File: config.mk
export PLATFORM = sky130hd
export DESIGN_NAME = reg_scoreboard
export DESIGN_NICKNAME = d
export VERILOG_FILES = /design/src/rtl/reg_scoreboard.sv
export SDC_FILE = /design/constraint.sdc
export NUM_CORES = 1
export LEC_CHECK = 0
export ABC_AREA = 1
export BUFFER_PORTS_ARGS = -buffer_cell sky130_fd_sc_hd__buf_2
export CAP_MARGIN = 20
export CORE_AREA = 5 5 61 90
export CTS_CLUSTER_DIAMETER = 40
export DETAILED_ROUTE_END_ITERATION = 10
export DIE_AREA = 0 0 66 95
export GPL_TIMING_DRIVEN = 0
export MAX_ROUTING_LAYER = met4
export PLACE_DENSITY = 0.57
export SYNTH_ARGS = -nofsm -noshare
export SYNTH_HDL_FRONTEND = slang
export SYNTH_SLANG_ARGS = --single-unit
File: constraint.sdc
create_clock -name clk -period 4.79 [get_ports clk]
set_input_delay 0.2395 -clock clk [delete_from_list [all_inputs] [get_ports clk]]
set_output_delay 0.2395 -clock clk [all_outputs]
set_load 0.02 [all_outputs]
File: src/rtl/reg_scoreboard.sv
// Register-hazard scoreboard: per-register pending-write counters that drive a
// combinational decode stall on RAW hazards or counter saturation.
module reg_scoreboard #(
  parameter int NREG = 8,
  parameter int CW   = 2
) (
  input  logic                     clk,
  input  logic                     rst_n,
  input  logic                     dec_valid,
  input  logic [$clog2(NREG)-1:0]  src1,
  input  logic                     src1_v,
  input  logic [$clog2(NREG)-1:0]  src2,
  input  logic                     src2_v,
  input  logic [$clog2(NREG)-1:0]  dst,
  input  logic                     dst_we,
  input  logic                     wb_valid,
  input  logic [$clog2(NREG)-1:0]  wb_dst,
  input  logic                     flush,
  output logic                     stall,
  output logic                     issue,
  output logic [NREG-1:0]          busy,
  output logic                     err
);

  localparam int SW = $clog2(NREG);
  localparam logic [CW-1:0] CNT_MAX = {CW{1'b1}};

  logic [CW-1:0] cnt [NREG];
  logic raw1, raw2, sat;

  always_comb begin
    raw1  = src1_v & (cnt[src1] != '0);
    raw2  = src2_v & (cnt[src2] != '0);
    sat   = dst_we & (cnt[dst] == CNT_MAX);
    stall = dec_valid & (raw1 | raw2 | sat);
    issue = dec_valid & ~stall & ~flush;
  end

  always_comb begin
    busy = '0;
    for (int i = 0; i < NREG; i++) busy[i] = (cnt[i] != '0);
  end

  // Writeback never bypasses into the stall terms; it only lands at the edge.
  always_ff @(posedge clk or negedge rst_n) begin
    if (!rst_n) begin
      for (int r = 0; r < NREG; r++) cnt[r] <= '0;
      err <= 1'b0;
    end else if (flush) begin
      for (int r = 0; r < NREG; r++) cnt[r] <= '0;
    end else begin
      for (int r = 0; r < NREG; r++) begin
        logic inc, dec;
        inc = issue & dst_we & (dst == SW'(r));
        dec = wb_valid & (wb_dst == SW'(r)) & (cnt[r] != '0);
        if (inc && !dec)      cnt[r] <= cnt[r] + CW'(1);
        else if (dec && !inc) cnt[r] <= cnt[r] - CW'(1);
      end
      if (wb_valid && cnt[wb_dst] == '0) err <= 1'b1;
    end
  end

endmodule

==> impl_metrics.yaml <==
worst_setup_path:
  r2r_slack_ps: 2810
  r2r_end: "cnt[15]"
  r2r_start: "cnt[4]"
  arrival_ps: 1890
  crit_chain: "nor2_2, nand2_1, nand3_1, nand3_1, nand3_2, nand3_4, nor2_4, buf_2"
  r2r_cells: 10
  crit_required_ps: 4550
  setup.worst_path.end_class: "output pin"
  critPathMostFrequentCell: "nand3_1"
  critPathLaunchType: "register"
  critPathKind: "register to output pin"
  cp_slowest_cell: "dfrtp_1"
  cp_max_fo: 9
  critPathMaxStageDelay_ps: 450
power:
  p_int_mw: 0.2852
  fin_total_pwr_mw: 0.4977
  p_leak_nw: 1.109
  p_per_area_nw_per_um2: 242.5
  seq_power_share_pct: 36.8
  p_sw_share_pct: 42.69
  ir_worst_vdd_mv: 0.1239
  combPwrFrac_pct: 40.0
  p_clk_share_pct: 23.3
  p_switching_mw: 0.2124
clock_tree:
  cts_tree: "built"
  cts_buffer_depth: 2
  clk_transition_reported_paths_ps: 70
  postCtsSetupBuffers: 0
  cts_sinks: 17
  numCtsBuffers: 3
  h-tree-depth: 1
  worstSkewPairLatency_ps: 260
  cts_root_buffer: "clkbuf_8"
timing:
  slew_viol_final: 0
  period_minus_slack_ps: 2134
  final-hold-violation-count: 0
  setup_violations: 0
  slew_headroom_pct: 65.61
  fmax_mhz: 468.7
  clock_skew_ps: 3.676
  fin_hold_ws_ps: 250.0
  finalCritPeriodShare_pct: 44.55
  tns_ps: 0
  worst_pin_slew_ps: 515.9
  rsz0062_at_grt: "no"
detailed_routing:
  drc: 0
  wire_per_inst_microns: 14.06
  antenna_left: 0
  dr.pass1.iters: 4
  num_vias: 2096
  drt_iter0_markers: 115
  viasPerCell: 5.188
  wl_microns: 5682
global_routing:
  grtUsageTotal_pct: 19.81
  grt_pass1_wl_microns: 9328
  first_global_vias: 2058
  gr-total-overflow: 0
  antenna_found_initial: 0
  grt_max_degree: 18
final_layout:
  n_fill_cell: 521
  layout_common_cells: "113 x nand2_1, 47 x nor2_1, 32 x nand4_1, 30 x inv_1, 30 x buf_2"
  areaGrowthSynthToFinish_pct: 15.66
  layout-drive-gt1-share_pct: 16.57
  fin_area_sq_um: 2052
  layout_commonest_cell: "nand2_1"
  nets: 359
  fin_cells: 404
  antennaDiodeCount: 0
place:
  portBuffers: 28
  place_area_sq_um: 1997
  hpwlAfterDp_microns: 4457
  post-place-cells: 399
  gp_congestion: 0.9007
floorplan:
  core_sq_um: 4693
  die_area_sq_um: 6270
  die_w_microns: 66
  initial_core_util_pct: 37.80
  io_pins: 31
  die_h_microns: 95
  rows: 31
worst_hold_path:
  hold-path-endpoint: "err"
  hp-start: "wb_valid"
  whs_path_depth: 2
  hold_path.class: "input pin to register"
outcome:
  status: "complete, no violations"
logic_synthesis:
  ys_types: 23
  yosys.area.top_type_share_pct: 23.98
  ys_ff_latch: 17
  synth.avg_cell_area_sq_um: 5.817
  yosys-top-cells-area: "dfrtp_1 24%, nand2_1 24%, nand4_1 11%, nor2_1 9.9%, nand3_1 7.9%"
  synth_area_leader_cell: "dfrtp_1"
  synth.net_count: 325
  netlist_instances: 305
  yosysWarnings: 0
  yosysSeqAreaShare_pct: 23.98
  mappedNetlistArea_sq_um: 1774
run:
  maxCapViolCount: 0
[critical path: cells and delay by family, from the launching register on]
family / cells / cell delay (ps)
flip-flops: 1 / 450
buffers and inverters: 1 / 220
AND/OR/NAND/NOR: 7 / 970
[timing repair]
item | CTS | global route
hold buffers | 1 | 0
resized for setup | 0 | 0
endpoints found under the hold margin | 17 | 0
[stage by stage]
| stage | util [%] | setup WS (ps) |
|---|---|---|
| floorplan | - | 3085 |
| global placement | 42.55 | 2807 |
| detailed placement | 42.55 | 2818 |
| CTS | 43.72 | 2656 |
| global route | 43.72 | 2510 |
| finish | 43.72 | 2656 |
[synthesized netlist by cell type (all sizes together)]
library cell	count
nor3	2
buf	5
nand3	32
nand3b	10
nand2	116
clkinv	1
nand4	32
dfrtp	17
clkbuf	1
a31o	1
inv	33
nor2	55
[worst max path at each step]
stage | from | endpoint | cells past startpoint
final | cnt[4] | issue | 8
after CTS | cnt[4] | issue | 8
after detailed placement | cnt[4] | cnt[7] | 12
after global routing | cnt[0] | issue | 8
after floorplan | cnt[0] | cnt[12] | 12
after global placement | cnt[0] | cnt[13] | 10
[state kept, by name (all words and copies together) (netlist names)]
signal  flops
err         1
cnt        16
[per-layer routing]
metal  vias to the layer above  part of all wire (%)  wire, microns  GRT usage, %
li1                       1060                     -              -             -
met1                       978                    44           2507         23.93
met2                        50                    50           2851         33.89
met3                         8                   3.8            217         1.786
met4                         0                   1.9            106         7.288
met5                         -                     0              0             -
[area by class of cell]
type / count / area, sq um / share of cell area [%]
Timing Repair Buffer: 29 / 150.1 / 7.317
Tap cell: 66 / 82.58 / 4.024
Clock buffer: 4 / 45.04 / 2.195
Inverter: 34 / 127.6 / 6.219
Sequential cell: 17 / 425.4 / 20.73
Buffer: 6 / 36.28 / 1.768
Multi-Input combinational cell: 248 / 1185 / 57.74
[power by group through the flow]
stage / combinational (mW) / clock [mW] / sequential [mW]
global route: 0.225 / 0.122 / 0.185
detailed placement: 0.198 / 0 / 0.185
CTS: 0.200 / 0.118 / 0.182
floorplan: 0.140 / 0 / 0.178
finish: 0.199 / 0.116 / 0.183
global placement: 0.197 / 0 / 0.185
[kinds of logic after synthesis]
group,synth area share (%)
AND/OR/NAND/NOR,66.29
AO/OA/AOI/OAI,0.4937
flip-flops,23.98
buffers and inverters,9.238
Note: power is estimated with default switching activity, not from simulation.
